===== src/rtl/bam_gen_if.sv =====
// Bus bundle between the MIPS-side register writer and the BAM generator.
//   i_DATA      write data from the ALU
//   i_DUTY_WE   load duty shadow from i_DATA
//   i_PRESC_WE  load tick prescaler from i_DATA
//   i_EN        level run enable
//   o_BAM       serial BAM output (to the GPIO alternate input)
//   o_FRAME     one-cycle pulse in the first clock of every frame
//   o_DUTY      zero-extended duty shadow readback
// master: the register writer; slave: the generator.
interface bam_gen_if;
  logic [31:0] i_DATA;
  logic        i_DUTY_WE;
  logic        i_PRESC_WE;
  logic        i_EN;
  logic        o_BAM;
  logic        o_FRAME;
  logic [31:0] o_DUTY;

  modport master (
    output i_DATA, i_DUTY_WE, i_PRESC_WE, i_EN,
    input  o_BAM, o_FRAME, o_DUTY
  );

  modport slave (
    input  i_DATA, i_DUTY_WE, i_PRESC_WE, i_EN,
    output o_BAM, o_FRAME, o_DUTY
  );
endinterface


===== src/rtl/bam_gen.sv =====
// Bit Angle Modulation generator.
// Emits a binary-weighted, LSB-first BAM waveform: bit k of the active duty
// word is shown for 2^k prescaled ticks, one frame being 2^WIDTH-1 ticks.
// Duty is double-buffered (shadow -> active at frame boundaries) so the
// output never glitches on a duty update.
// Ports:
//   i_clk   system clock, posedge
//   i_arst  asynchronous active-high reset, clears every register
//   bus     bam_gen_if slave: data/write strobes/enable in, BAM/frame/duty out
module bam_gen #(
  parameter int unsigned WIDTH   = 8,
  parameter int unsigned PRESC_W = 16
) (
  input  logic     i_clk,
  input  logic     i_arst,
  bam_gen_if.slave bus
);

  localparam int unsigned BidxW = (WIDTH > 1) ? $clog2(WIDTH) : 1;

  typedef enum logic [0:0] {StIdle, StRun} state_e;

  state_e             state_q, state_d;
  logic [WIDTH-1:0]   shadow_q, shadow_d;
  logic [WIDTH-1:0]   active_q, active_d;
  logic [WIDTH-1:0]   wcnt_q, wcnt_d;
  logic [PRESC_W-1:0] presc_q, presc_d;
  logic [PRESC_W-1:0] pcnt_q, pcnt_d;
  logic [BidxW-1:0]   bidx_q, bidx_d;
  logic               frame_q, frame_d;

  logic               tick;
  logic               last_bit;
  logic [WIDTH-1:0]   wlim;

  // Only the low bits of the data bus are architecturally used.
  logic unused_data;
  assign unused_data = ^bus.i_DATA;

  // A prescaler write restarts the tick period, so it swallows a coincident tick.
  assign tick     = (pcnt_q == presc_q) && !bus.i_PRESC_WE;
  // Bit bidx spans 2^bidx ticks; wcnt runs 0..wlim within it.
  assign wlim     = (WIDTH'(1) << bidx_q) - WIDTH'(1);
  assign last_bit = (bidx_q == BidxW'(WIDTH - 1));

  always_comb begin
    state_d  = state_q;
    shadow_d = shadow_q;
    active_d = active_q;
    wcnt_d   = wcnt_q;
    presc_d  = presc_q;
    pcnt_d   = pcnt_q;
    bidx_d   = bidx_q;
    frame_d  = 1'b0;

    if (bus.i_DUTY_WE) begin
      shadow_d = bus.i_DATA[WIDTH-1:0];
    end
    if (bus.i_PRESC_WE) begin
      presc_d = bus.i_DATA[PRESC_W-1:0];
      pcnt_d  = '0;
    end

    unique case (state_q)
      StIdle: begin
        if (bus.i_EN) begin
          state_d  = StRun;
          pcnt_d   = '0;
          bidx_d   = '0;
          wcnt_d   = '0;
          active_d = shadow_q;
          frame_d  = 1'b1;
        end
      end
      StRun: begin
        if (!bus.i_EN) begin
          // Counters hold; they are cleared again on the next start.
          state_d = StIdle;
        end else if (!bus.i_PRESC_WE) begin
          if (tick) begin
            pcnt_d = '0;
            if (wcnt_q < wlim) begin
              wcnt_d = wcnt_q + 1'b1;
            end else if (!last_bit) begin
              bidx_d = bidx_q + 1'b1;
              wcnt_d = '0;
            end else begin
              // Frame end: the shadow value from before this edge goes live.
              bidx_d   = '0;
              wcnt_d   = '0;
              active_d = shadow_q;
              frame_d  = 1'b1;
            end
          end else begin
            pcnt_d = pcnt_q + 1'b1;
          end
        end
      end
    endcase
  end

  always_ff @(posedge i_clk or posedge i_arst) begin
    if (i_arst) begin
      state_q  <= StIdle;
      shadow_q <= '0;
      active_q <= '0;
      wcnt_q   <= '0;
      presc_q  <= '0;
      pcnt_q   <= '0;
      bidx_q   <= '0;
      frame_q  <= 1'b0;
    end else begin
      state_q  <= state_d;
      shadow_q <= shadow_d;
      active_q <= active_d;
      wcnt_q   <= wcnt_d;
      presc_q  <= presc_d;
      pcnt_q   <= pcnt_d;
      bidx_q   <= bidx_d;
      frame_q  <= frame_d;
    end
  end

  // Outputs come straight from registers: no input-to-output path.
  assign bus.o_BAM   = (state_q == StRun) & active_q[bidx_q];
  assign bus.o_FRAME = frame_q;
  assign bus.o_DUTY  = 32'(shadow_q);

endmodule


===== src/flat_wrapper.sv =====
// flat-port wrapper written by rule: the top's interface ports become plain ports
module bam_gen_flat 
#(
  parameter int unsigned WIDTH   = 8,
  parameter int unsigned PRESC_W = 16
)
  (i_clk, i_arst, bus_i_DATA, bus_i_DUTY_WE, bus_i_PRESC_WE, bus_i_EN, bus_o_BAM, bus_o_FRAME, bus_o_DUTY);
  bam_gen_if bus_i ();
  input  logic i_clk;
  input  logic i_arst;
  input wire logic [$bits(bus_i.i_DATA)-1:0] bus_i_DATA;
  input wire logic [$bits(bus_i.i_DUTY_WE)-1:0] bus_i_DUTY_WE;
  input wire logic [$bits(bus_i.i_PRESC_WE)-1:0] bus_i_PRESC_WE;
  input wire logic [$bits(bus_i.i_EN)-1:0] bus_i_EN;
  output wire logic [$bits(bus_i.o_BAM)-1:0] bus_o_BAM;
  output wire logic [$bits(bus_i.o_FRAME)-1:0] bus_o_FRAME;
  output wire logic [$bits(bus_i.o_DUTY)-1:0] bus_o_DUTY;
  assign bus_i.i_DATA = bus_i_DATA;
  assign bus_i.i_DUTY_WE = bus_i_DUTY_WE;
  assign bus_i.i_PRESC_WE = bus_i_PRESC_WE;
  assign bus_i.i_EN = bus_i_EN;
  assign bus_o_BAM = bus_i.o_BAM;
  assign bus_o_FRAME = bus_i.o_FRAME;
  assign bus_o_DUTY = bus_i.o_DUTY;
  bam_gen #(.WIDTH(WIDTH), .PRESC_W(PRESC_W)) u_core (.i_clk(i_clk), .i_arst(i_arst), .bus(bus_i));
endmodule

===== config.mk =====
export PLATFORM = sky130hd
export DESIGN_NAME = bam_gen_flat
export DESIGN_NICKNAME = d
export VERILOG_FILES = /design/src/rtl/bam_gen_if.sv /design/src/rtl/bam_gen.sv /design/src/flat_wrapper.sv
export SDC_FILE = /design/constraint.sdc
export NUM_CORES = 1
export LEC_CHECK = 0
export CAP_MARGIN = 40
export CELL_PAD_IN_SITES_DETAIL_PLACEMENT = 1
export CELL_PAD_IN_SITES_GLOBAL_PLACEMENT = 1
export CORE_ASPECT_RATIO = 2
export CORE_MARGIN = 4
export CORE_UTILIZATION = 44
export CTS_BUF_LIST = sky130_fd_sc_hd__clkbuf_4 sky130_fd_sc_hd__clkbuf_8 sky130_fd_sc_hd__clkbuf_16
export DETAILED_ROUTE_END_ITERATION = 8
export GPL_TIMING_DRIVEN = 0
export PLACE_DENSITY_LB_ADDON = 0.1
export SLEW_MARGIN = 20
export SYNTH_ARGS = -nofsm -noshare
export SYNTH_HDL_FRONTEND = slang
export SYNTH_SLANG_ARGS = --single-unit

===== constraint.sdc =====
create_clock -name i_clk -period 7.95 [get_ports i_clk]
set_clock_uncertainty 0.1 [all_clocks]
set_input_delay 1.1925 -clock i_clk [delete_from_list [all_inputs] [get_ports i_clk]]
set_output_delay 1.1925 -clock i_clk [all_outputs]
set_load 0.05 [all_outputs]

; Word-level counts from Yosys, hierarchy flattened
; Index checks and enable logic that the tools add are counted.
; Widths: inputs -> output; s select.
[classes]
order_cmp = 2
n_bitwise = 2
eq_ne = 8
n_shift = 1
add_sub_neg = 4
muxes = 35
reduce_logical = 5
div_mod_pow = 0
mul = 0
[ops]
columns = operator, count
row1 = $mux 8, 11
row2 = $mux 16, 5
row3 = $pmux 16 s2, 1
row4 = $pmux 8 s2, 2
row5 = $mux 3, 6
row6 = $add 16x1->16 const B, 1
row7 = $eq 16x16->1, 1
row8 = $ne 2x2->1 const B, 6
row9 = $add 8x1->8 const B, 1
row10 = $lt 8x8->1, 1
row11 = $shl 1x3->8 const A, 1
row12 = $sub 8x2->8 const B, 1
row13 = $mux 1, 7
row14 = $pmux 3 s2, 1
row15 = $reduce_and 6->1, 1
row16 = $reduce_and 5->1, 1
row17 = $lt 3x4->1 const B, 1
row18 = $reduce_and 4->1, 1
row19 = $add 3x1->3 const B, 1
row20 = $bmux 1 s3, 1
row21 = $eq 3x3->1 const B, 1
row22 = $pmux 1 s2, 1
row23 = $and 1x1->1, 1
row24 = $logic_and 1x1->1, 1
row25 = other kinds (2), 2
[totals]
input_bits = 37
mem_bits_rw = 0
rom_bits = 0
register_bits = 61
memories = 0
word_cells = 65
latch_bits = 0

; Logic depth before layout (Yosys ltp)
; Gate-level depths: netlist of run 1.
[depth]
depth_word = 8
ltp_mapped = 14
mapped_depth_nobuf = 13

; Worst setup path before layout of run 1
; OpenSTA, ideal clock, no wires.
[synth_timing]
kind = register to register
start = reg u_core.bidx_q[2]
end = reg u_core.bidx_q[2]
stages_incl_launch_ff = 13
slack_ps = 4562
t_arrival_ps = 3162
period_less_slack_ps = 3388
setup_time_ps = 126
required_time_ps = 7724
cell_sequence = dfrtp_1 clkbuf_1 inv_1 ha_1 nand2b_1 o311ai_0 o31a_1 ha_1 a21o_1 a2111oi_0 clkbuf_1 nor4_1 a221o_1
[synth_between]
elab_chain_cells = 7
[synth_rtl]
columns = item, line_no
row1 = from (decl), bam_gen.sv:29  ; logic [BidxW-1:0] bidx_q, bidx_d;
row2 = from (signal assigned), bam_gen.sv:119  ; bidx_q <= bidx_d;
row3 = branches (longest 7 deep; another with $sub 8x2->8), -
; Parallel ways; which one is timed is not known. The select of a mux whose other input is x is not followed.
; A chain may end at the register's enable or synchronous reset.

; Final worst setup path of run 1
; Same ends and word-level chain as after synthesis.

==> metrics.txt, run 1 <==
Routed WL=~9000 um; final worst slack=3.87 ns; combinational power share=0.207; largest net degree at the start of global routing=42; CTS tree=built; clock power share=0.389; H-tree depth=3; # Post-CTS Setup Buffers=0; status=complete, no violations; worst slew pin tran=slightly below 0.7 ns; cells along the critical path=clkbuf_1 -> inv_1 -> ha_1 -> nand2b_1 -> o311ai_0 -> o31a_1 -> ha_1 -> o2111ai_1 -> a21oi_1 -> a2111oi_0 -> clkbuf_1 -> nor4_1 -> a221o_1; Final Hold Vio Count=0; fill cell count=897; via count=around 2,700; unrepaired setup endpoints after global routing=no; Buffers on Ports=29; Synth Flop Type=dfrtp_1; core footprint=7940 um2; Fmax=around 240 MHz; DP Worst Slack=3.78 ns; Top-Level Pins=71; Post-synth ARST share=1.00; antenna violations before repair=0; CP max stage cell=a2111oi_0; CP top delay family=compound AO/OA/AOI/OAI gates; register area=1530 um2; DRT Pass-1 Iters=4; total grt overflow=0; Max stage delay on crit path=0.64 ns; Die Area=just under 10,000 um2; footprint of the multi-input gates=~1800 um2; worst skew pair latency=0.33 ns; GRT Overall Usage=0.203; GPL Wtd Cong=between 0.7 and 0.8; Setup crit end kind=flip-flop; Net count, final=roughly 460; Gate Count Post-Synth=338; Inserted Clock Buffers=9; buffers plus inverters on the worst setup path=3; DR vias/cell=5.38; vias in the first global route=3,006; dominant cell type by area after synthesis=dfrtp_1; Max Cap Viol=0; Antenna Violating Nets Remaining=0; most frequent cells in the layout=dfrtp_1, nand2_1, clkdlybuf4s50_1; HP Class=flip-flop to flip-flop; ANT cells=0; Internal Power=0.639 mW; Mapped Avg Cell Area=10.6 um2; Seq cells post-synth=61; Die Y=136 um; Final min period=4.08 ns; number of synthesized flops with an enable pin=0; post-detailed-route wirelength per cell=about 18 um; Initial Utilization=0.451; hpwl dp=7080 um; Gates resized, CTS repair=0; register area share after synthesis=0.426; clock buffer depth=2; worst vdd ir=0.151 mV; Sw Pwr=0.258 mW; switching share of power=0.288; crit path launch type=flip-flop; DRT iter0 DRCs=121; Syn Std Cell Area=approximately 3600 um2; final cycle utilization of the critical path=0.514; worst path required time=8.06 ns; # hold bufs at CTS=0; Clock Sink Count=approximately 60; Site Rows=between 40 and 50; top post-synthesis cells by area=dfrtp_1, mux2_2, ha_1; share of layout cells above drive strength 1=0.217; CTS Root Buffer Type=clkbuf_16; max-slew violations=0; DRC=0; layout overhead on the synthesized area=21.9%; post-synth top area share=0.426; commonest non-fill, non-tap cell in the layout=dfrtp_1; leakage dissipation=1.99 nW; Crit Path Max Fanout=10; Slew headroom=0.538; pwr/cell area=205 nW/um2; Die Width=71.8 um; total negative setup slack=0 ns; CTS clk-pin slew, worst paths=around 0.050 ns; WS Path Type=flip-flop to flip-flop; total power=0.897 mW; final setup fails=0; Flop pwr share=0.404; Critical Path AT=4.20 ns; synth warn=0; Netlist cell types=between 50 and 60; first-pass GRT wire length=14,900 um
-- routing by layer --
layer	up-vias	GRT usage	routed length, um
met5	-	0	0
li1	1294	-	-
met4	0	0.0816	187
met2	25	0.394	5490
met1	1367	0.201	3200
met3	16	0.0394	162
-- kinds of logic (layout without fill, tap and decap cells) --
family | after synthesis | count (layout) | synth area share
xor+xnor | 19 | 19 | 0.0464
buf+inv | 50 | 95 | 0.0841
flops | 61 | 61 | 0.426
compound gates | 52 | 52 | 0.112
mux | 39 | 39 | 0.135
fa+ha+maj | 16 | 16 | 0.0558
other cells | 1 | 24 | 0.00105
simple gates | 100 | 100 | 0.139
-- power groups by stage --
stage | Combinational, mW | Clock (mW) | Sequential, mW
2_1_floorplan | 0.125 | 0 | 0.377
4_1_cts | 0.188 | 0.359 | 0.363
5_1_grt | 0.200 | 0.369 | 0.367
3_5_place_dp | 0.187 | 0 | 0.369
6_report | 0.186 | 0.349 | 0.363
3_3_place_gp | 0.181 | 0 | 0.367
-- area by class of cell --
class | count | share of cell area
Clock buffer | 10 | 0.0547
Sequential cell | 61 | 0.349
Buffer | 36 | 0.0570
Multi-Input combinational cell | 250 | 0.422
Clock inverter | 5 | 0.00630
Inverter | 14 | 0.0126
Tap cell | 96 | 0.0275
Timing Repair Buffer | 30 | 0.0710
-- flip-flops by register name (all words and copies together), names as in the netlist --
register and flops:
u_core.shadow_q 8, u_core.presc_q 16, u_core.state_q 1, u_core.pcnt_q 16, u_core.bus.o_FRAME 1, u_core.bidx_q 3, u_core.wcnt_q 8, u_core.active_q 8
-- cell usage after synthesis (all sizes together) (5+ instances only) --
cell	n
nand2	36
o22ai	5
dfrtp	61
a22o	8
a21oi	7
mux2i	5
nand3	16
clkbuf	8
nor2	12
mux2	32
o21ai	5
buf	28
o311ai	6
inv	14
xor2	18
ha	16
-- final timing paths --
check	from	to	slack, ns	depth (start not counted)
setup / recovery	u_core.bidx_q[2]	u_core.bidx_q[2]	3.87	13
hold / removal	u_core.active_q[1]	u_core.active_q[1]	0.41	1
setup reg to reg	u_core.bidx_q[2]	u_core.bidx_q[2]	3.87	13
hold reg to reg	u_core.active_q[1]	u_core.active_q[1]	0.41	1
max in group asynchronous	i_arst	u_core.pcnt_q[3]	6.17	3
min in group asynchronous	i_arst	u_core.wcnt_q[2]	1.07	2
-- through the flow --
step,cells,cell area [um2],utilization,hold WS [ns]
after detailed placement,487,4100,0.517,0.392
after global routing,502,4370,0.550,0.430
final,502,4370,0.550,0.408
after floorplan,361,3670,-,0.376
after global placement,486,4080,0.514,0.392
after CTS,502,4370,0.550,0.408
-- worst reg2reg max path, cell delays in order (launching register included) --
cell       delay, ns
dfrtp_1         0.38
clkbuf_1        0.36
inv_1           0.21
ha_1            0.28
nand2b_1        0.21
o311ai_0        0.29
o31a_1          0.23
ha_1            0.25
o2111ai_1       0.12
a21oi_1         0.07
a2111oi_0       0.64
clkbuf_1        0.45
nor4_1          0.11
a221o_1         0.27
Power figures use the tool's default switching activity.
==> run 2, diff against run 1 <==
CORE_UTILIZATION = 36   (was 44)
clock period = 3.5 ns   (was 7.95 ns; I/O delays follow)
==> metrics.txt, run 2 (synthesis gave the netlist of run 1 again) <==
CTS Root Buffer Type=clkbuf_16; total grt overflow=0; final worst slack=between 0.15 and 0.2 ns; Critical Path AT=3.44 ns; cells along the critical path=inv_1 -> ha_4 -> nand2b_1 -> ha_2 -> nand2b_4 -> o311ai_2 -> o31a_1 -> ha_1 -> a21o_1 -> a2111oi_4 -> or3_4 -> buf_6 -> mux2_4; crit path launch type=flip-flop; HP Class=input port to asynchronous set/reset pin; Final Cell Area=4570 um2; core footprint=9760 um2; final setup fails=0; via count=2,714; antenna violations before repair=0; Antenna Violating Nets Remaining=0; # hold bufs at CTS=0; Die Y=around 150 um; register area=1530 um2; Clock Sink Count=61; R2R depth=13; ANT cells=0; Setup crit end kind=flip-flop; worst skew pair latency=0.33 ns; Regs by FF count=u_core.pcnt_q: 16 flops, u_core.presc_q: 16 flops; Initial Utilization=0.367; Levels on crit path=13; Final min period=3.32 ns; GRT Overall Usage=0.170; Crit Path Max Fanout=9; post-detailed-route wirelength per cell=around 17 um; Fmax=301 MHz; layout overhead on the synthesized area=27.5%; share of layout cells above drive strength 1=0.252; leakage dissipation=2.04 nW; CTS clk-pin slew, worst paths=0.06 ns; Net count, final=457; CP max stage cell=dfrtp_1; Routed WL=just over 9000 um; final cycle utilization of the critical path=0.950; most frequent cells in the layout=dfrtp_1, nand2_1, clkdlybuf4s50_1, buf_4; DRC=0; footprint of the multi-input gates=1900 um2; hpwl dp=7200 um; CTS tree=built; worst slew pin tran=0.658 ns; Max stage delay on crit path=0.39 ns; worst path required time=approximately 3.6 ns; DRT Pass-1 Iters=4; Slew headroom=0.559; Site Rows=51; Die Area=11,700 um2; Die Width=~79 um; pwr/cell area=487 nW/um2; vias in the first global route=2,840; clock buffer depth=2; max-slew violations=0; placed cell area=4160 um2; DRT iter0 DRCs=90; CP top delay family=compound AO/OA/AOI/OAI gates; Inserted Clock Buffers=9; DP Worst Slack=-0.639 ns; GPL Wtd Cong=0.760; total power=about 2.2 mW; WS Path Type=flip-flop to flip-flop; Final Hold Vio Count=0; Top-Level Pins=71; DR vias/cell=5.02; Buffers on Ports=29; status=complete, no violations; first-pass GRT wire length=15,100 um; worst vdd ir=0.397 mV; buffers plus inverters on the worst setup path=2; largest net degree at the start of global routing=54; Max Cap Viol=0; H-tree depth=3; commonest non-fill, non-tap cell in the layout=dfrtp_1; fill cell count=roughly 1,100
run 2: cell types whose count changed in the layout (fill, tap and decap cells not counted), moves of 2 or more:
cell / change
buf_4: +2
clkbuf_1: -2
clkinv_4: +2
clkinv_2: -3
bufinv_16: +2
ha_2: +2
ha_1: -3
run 2: path summary, 6_finish.rpt:
kind	start	end	slack [ns]
min in group i_clk	u_core.active_q[6]	u_core.active_q[6]	0.40
setup reg to reg	u_core.bidx_q[1]	u_core.active_q[7]	0.18
setup / recovery	u_core.bidx_q[1]	u_core.active_q[7]	0.18
hold / removal	i_arst	u_core.active_q[4]	0.34
max in group asynchronous	i_arst	u_core.bidx_q[0]	2.46
hold reg to reg	u_core.active_q[6]	u_core.active_q[6]	0.40
run 2: timing repair:
item / in CTS / in global routing
endpoints found under the setup margin: 20 / 13
gates resized for setup: 10 / 10
endpoints found under the hold margin: 0 / 0
pin swaps: 1 / 3
buffers inserted: 2 / 0
run 2: power breakdown:
group | total [mW] | internal, mW | switching, mW
Clock | 0.963 | 0.626 | 0.337
Combinational | 0.440 | 0.199 | 0.241
Sequential | 0.823 | 0.775 | 0.0479
Total | 2.23 | 1.60 | 0.626
run 2: layout make-up:
cell class | instances | share of cell area
plain buffers | 36 | 0.0569
clock buffers | 9 | 0.0493
clock inverters | 7 | 0.0216
inverters | 14 | 0.0129
multi-input cells | 250 | 0.416
flip-flops and latches | 61 | 0.334
well taps | 132 | 0.0361
repair buffers | 32 | 0.0728
run 2: per-stage QoR:
step | hold slack [ns] | utilization | instances | TNS, ns
finish | 0.337 | 0.468 | 541 | 0
global route | 0.358 | 0.468 | 541 | -0.00650
CTS | 0.332 | 0.464 | 541 | 0
detailed placement | 0.391 | 0.426 | 523 | -9.41
global placement | 0.391 | 0.423 | 522 | -9.26
floorplan | 0.376 | - | 361 | 0
run 2: routing by layer:
metal	vias to the layer above	GRT usage	part of all wire
met1	1374	0.179	0.36
met3	11	0.0272	0.022
met4	0	0.0657	0.018
met5	-	0	0
li1	1296	-	-
met2	33	0.327	0.60
==> run 3, diff against run 2 <==
TNS_END_PERCENT = 10   (was unset)
==> metrics.txt, run 3 (synthesis gave the netlist of run 1 again) <==
Final Cell Area=~4600 um2; post-detailed-route wirelength per cell=approximately 17 um; core footprint=9760 um2; cells along the critical path=inv_1 -> ha_4 -> nand2b_1 -> ha_2 -> nand2b_4 -> o311ai_2 -> o31a_1 -> ha_1 -> a21o_1 -> a2111oi_4 -> or3_4 -> buf_6 -> mux2_4; Setup crit end kind=flip-flop; vias in the first global route=2,839; HP Class=input port to asynchronous set/reset pin; placed cell area=4160 um2; Die Area=11,700 um2; DP Worst Slack=-0.639 ns; switching share of power=0.281; GRT Overall Usage=0.170; DRC=0; Top-Level Pins=71; fill cell count=1,111; hpwl dp=~7200 um; DRT Pass-1 Iters=4; commonest non-fill, non-tap cell in the layout=dfrtp_1; final worst slack=around 0.16 ns; Die Width=~80 um; CTS clk-pin slew, worst paths=~0.06 ns; worst vdd ir=0.396 mV; Fmax=299 MHz; Inserted Clock Buffers=9; clock power share=0.432; DRT iter0 DRCs=90; layout overhead on the synthesized area=27.5%; DR vias/cell=5.02; via count=approximately 2,700; share of layout cells above drive strength 1=0.255; final setup fails=0; CP top delay family=compound AO/OA/AOI/OAI gates; GPL Wtd Cong=0.760; Net count, final=about 460; ANT cells=0; H-tree depth=3; worst path required time=3.61 ns; dpl cells=~520; most frequent cells in the layout=dfrtp_1, nand2_1, clkdlybuf4s50_1, buf_4; clock buffer depth=2; Max Cap Viol=0; worst skew pair latency=around 0.33 ns; Final Non-Filler Cells=540; CP max stage cell=dfrtp_2; antenna violations before repair=0; first-pass GRT wire length=roughly 15,000 um; Crit Path Max Fanout=9; Sw Pwr=0.628 mW; combinational power share=0.199; Max stage delay on crit path=around 0.4 ns; Routed WL=9330 um; Die Y=149 um; max-slew violations=0; total grt overflow=0; total power=2.23 mW; Internal Power=1.60 mW; CTS tree=built; leakage dissipation=roughly 2.0 nW; Final Hold Vio Count=0; Final min period=between 3 and 4 ns; crit path launch type=flip-flop; CTS Root Buffer Type=clkbuf_16; buffers plus inverters on the worst setup path=2; final cycle utilization of the critical path=0.955; largest net degree at the start of global routing=between 50 and 60; WS Path Type=flip-flop to flip-flop; Critical Path AT=3.46 ns; status=complete, no violations; worst slew pin tran=0.681 ns; Clock Sink Count=61; Antenna Violating Nets Remaining=0; Flop pwr share=0.369; Buffers on Ports=29; worst hold slack=around 0.34 ns; # hold bufs at CTS=0; pwr/cell area=488 nW/um2; Regs by FF count=u_core.pcnt_q: 16 flops, u_core.presc_q: 16 flops; Site Rows=just over 50; Slew headroom=0.544; Initial Utilization=0.367
==> run 3: changes by cell type in the layout (fill, tap and decap cells not counted) <==
cell	previous run	this run
dfrtp_1	60	59
buf_4	26	25
o2111ai_1	1	0
o2111ai_2	0	1
dfrtp_2	1	2
==> run 3: final timing paths <==
check | startpoint | endpoint | slack, ns | depth (start not counted)
max in group asynchronous | i_arst | u_core.presc_q[11] | 2.46 | 3
min in group i_clk | u_core.active_q[6] | u_core.active_q[6] | 0.41 | 1
setup reg to reg | u_core.bidx_q[1] | u_core.active_q[2] | 0.16 | 13
setup / recovery | u_core.bidx_q[1] | u_core.active_q[2] | 0.16 | 13
hold / removal | i_arst | u_core.active_q[4] | 0.34 | 2
hold reg to reg | u_core.active_q[6] | u_core.active_q[6] | 0.41 | 1
==> run 3: per-stage QoR <==
| stage | TNS (ns) | utilization |
|---|---|---|
| finish | 0 | 0.468 |
| global route | -0.293 | 0.468 |
| CTS | 0 | 0.462 |
| detailed placement | -9.41 | 0.426 |
| global placement | -9.26 | 0.423 |
| floorplan | 0 | - |
==> run 3: repair_timing <==
item | CTS | global route
gates resized for setup | 10 | 13
pin swaps | 1 | 0
endpoints found under the setup margin | 20 | 13
cloned | 0 | 0
setup buffers | 0 | 1
==> run 3: power by group through the flow <==
stage               registers (mW)  clock network (mW)  logic, mW
floorplan                    0.856                   0      0.284
global placement             0.833                   0      0.417
detailed placement           0.837                   0      0.427
CTS                          0.825               0.987      0.440
global route                 0.835                1.02      0.476
finish                       0.824               0.963      0.445
==> run 3: metal layers <==
metal	vias to the layer above	wire [um]	part of all wire	GRT usage
li1	1291	-	-	-
met2	36	5570	0.60	0.328
met4	0	158	0.017	0.0657
met3	11	210	0.023	0.0272
met1	1373	3390	0.36	0.179
met5	-	0	0	0
==> run 3: final cells by class <==
type                    instances  area, um2  area share
inverters                      14       58.8      0.0129
plain buffers                  36        260      0.0569
clock inverters                 7       98.8      0.0216
well taps                     132        165      0.0361
multi-input cells             250       1910       0.418
repair buffers                 31        325      0.0712
flip-flops and latches         61       1530       0.334
clock buffers                   9        225      0.0493
==> run 3: worst reg2reg max path: cells and delay by family, from the launching register on <==
kind,cells,cell delay [ns]
AO/OA/AOI/OAI,4,1.05
buffers and inverters,2,0.26
flip-flops,1,0.41
multiplexers,1,0.31
AND/OR/NAND/NOR,3,0.42
adder cells (fa/ha/maj),3,0.69
==> RTL edit, RTL diff (flow settings as in run 3) <==
`WIDTH` is set to 8 in 2 places; all go to 32.
--- a/src/rtl/bam_gen.sv
+++ b/src/rtl/bam_gen.sv
@@ -8,7 +8,7 @@
 //   i_arst  asynchronous active-high reset, clears every register
 //   bus     bam_gen_if slave: data/write strobes/enable in, BAM/frame/duty out
 module bam_gen #(
-  parameter int unsigned WIDTH   = 8,
+  parameter int unsigned WIDTH   = 32,
   parameter int unsigned PRESC_W = 16
 ) (
   input  logic     i_clk,
--- a/src/flat_wrapper.sv
+++ b/src/flat_wrapper.sv
@@ -1,7 +1,7 @@
 // flat-port wrapper written by rule: the top's interface ports become plain ports
 module bam_gen_flat 
 #(
-  parameter int unsigned WIDTH   = 8,
+  parameter int unsigned WIDTH   = 32,
   parameter int unsigned PRESC_W = 16
 )
   (i_clk, i_arst, bus_i_DATA, bus_i_DUTY_WE, bus_i_PRESC_WE, bus_i_EN, bus_o_BAM, bus_o_FRAME, bus_o_DUTY);
Function: changed (Yosys sat finds a counterexample within 4 cycles, from zero or initial values and one cycle with i_arst high).
==> RTL edit against run 3 <==
The flow now finishes with violations (negative setup slack). Cell count is 120% higher. Synthesized area rose by 120%. Design area increased by 130%. Clock power up 74%. Worst hold slack improved by 31 ps. Power grew to 3.5 times the old value. Combinational power grew to 8.8 times the old value. Worst setup slack lost 1300 ps. Routed wire length rose to 2.9 times the old value. Critical path depth rose by 7. Sequential cell count rose by 74. Via count increased to 2.5 times the old value. Non-clock buffer count rose by 94. Highest routed layer unchanged.
==> RTL edit: results (changes against run 3) <==
Global route
  • Vias in the first global route: 7846 (+180%)
  • Total GRT Usage: 22.7% (+5.6 points)
  • M1 GR Usage: 20.9% (+3.0 points)
  • GRT met3 Usage: 4.20% (+1.5 points)
  • Largest net degree at the start of global routing: 96 (+78%)
  • M2 GR Usage: 44.4% (+12 points)

Power
  • Part of the power in registers: 27.7% (-9.2 points)
  • Clock group total power: 1.68 mW (+74%)

Final layout
  • Final Instance Area: 10600 µm² (+130%)
  • ClkCell Share: 5.14% (-2.0 points)
  • Nets: 988 (+120%)
  • Inverters: 12 (-2)
  • Non-clock buffer share of cell area: 14.2% (+1.4 points)
  • Multi-input gate area: 4740 µm² (+150%)
  • Layout cell share with drive strength beyond 1: 27.8% (+2.4 points)
  • Clock buffers: 21 (+12)

CTS
  • Clock latency on the worst-skew pair: 440 ps (+110 ps)
  • Total CTS buffers: 17 (+8)
  • H-tree levels: 4 (+1)

Status
  • Failing checks: negative setup slack
  • Status: finished, violations left

STA
  • # setup viols final: 70 (+70)
  • Post-route setup slack: -1160 ps (-1320 ps)
  • Hold Slack: 371 ps (+31.3 ps)

Detailed routing
  • Initial DRC count: 348 (+290%)
  • DR vias: 6795 (+150%)
  • Drt total wl: 26800 µm (+190%)
  • Metal2 WL: 15700 µm (+180%)

Placement
  • Post-DP Area: 9220 µm² (+120%)
  • PortBufs: 68 (+130%)
  • Hpwl dp: 19600 µm (+170%)

Logic synthesis
  • Post-synthesis sequential area ratio: 42.9% (+0.33 points)
  • Synth top cells by count: 135 x dfrtp_1, 61 x nand2_1, 55 x nor2_1
  • Post-synth cell types: 65 (+27%)
  • Mapped Cells: 773 (+130%)

Setup path
  • Top Family by Delay on Critical Path: simple AND/OR/NAND/NOR gates
  • Worst path slowest cell: or4_1
  • Largest stage delay on the critical path: 510 ps (+100 ps)
  • Worst-path maximum fanout: 4 (-5)

Floorplan
  • Row count: 76 (+49%)
RTL edit: changes by cell type after synthesis, sizes merged, moves of 13 or more:
cell and delta:
buf -13, mux2 +49, clkbuf +20, nor3 +16, nand3 +16, dfrtp +74
xnor2 +27, o21ai +45, nand4 +14, a21oi +25, o31ai +14, nand2 +25
ha +25, nor2 +46
RTL edit: cell families (layout without fill, tap and decap cells):
logic type / after synthesis / after routing / share of synthesized area [%]
AO/OA/AOI/OAI: 154 / 154 / 12.9
XOR/XNOR: 39 / 39 / 4.34
adder cells (fa/ha/maj): 41 / 41 / 6.52
buffers and inverters: 55 / 205 / 3.00
multiplexers: 97 / 97 / 14.3
flip-flops: 135 / 135 / 42.9
AND/OR/NAND/NOR: 252 / 252 / 16.1
RTL edit: timing repair:
action                                  4_1_cts  5_1_grt
endpoints found under the setup margin       71       71
pin swaps                                    42       12
setup buffers                                41        8
hold endpoints to repair                      0        0
cloned                                        3        1
gates resized for setup                      89       10
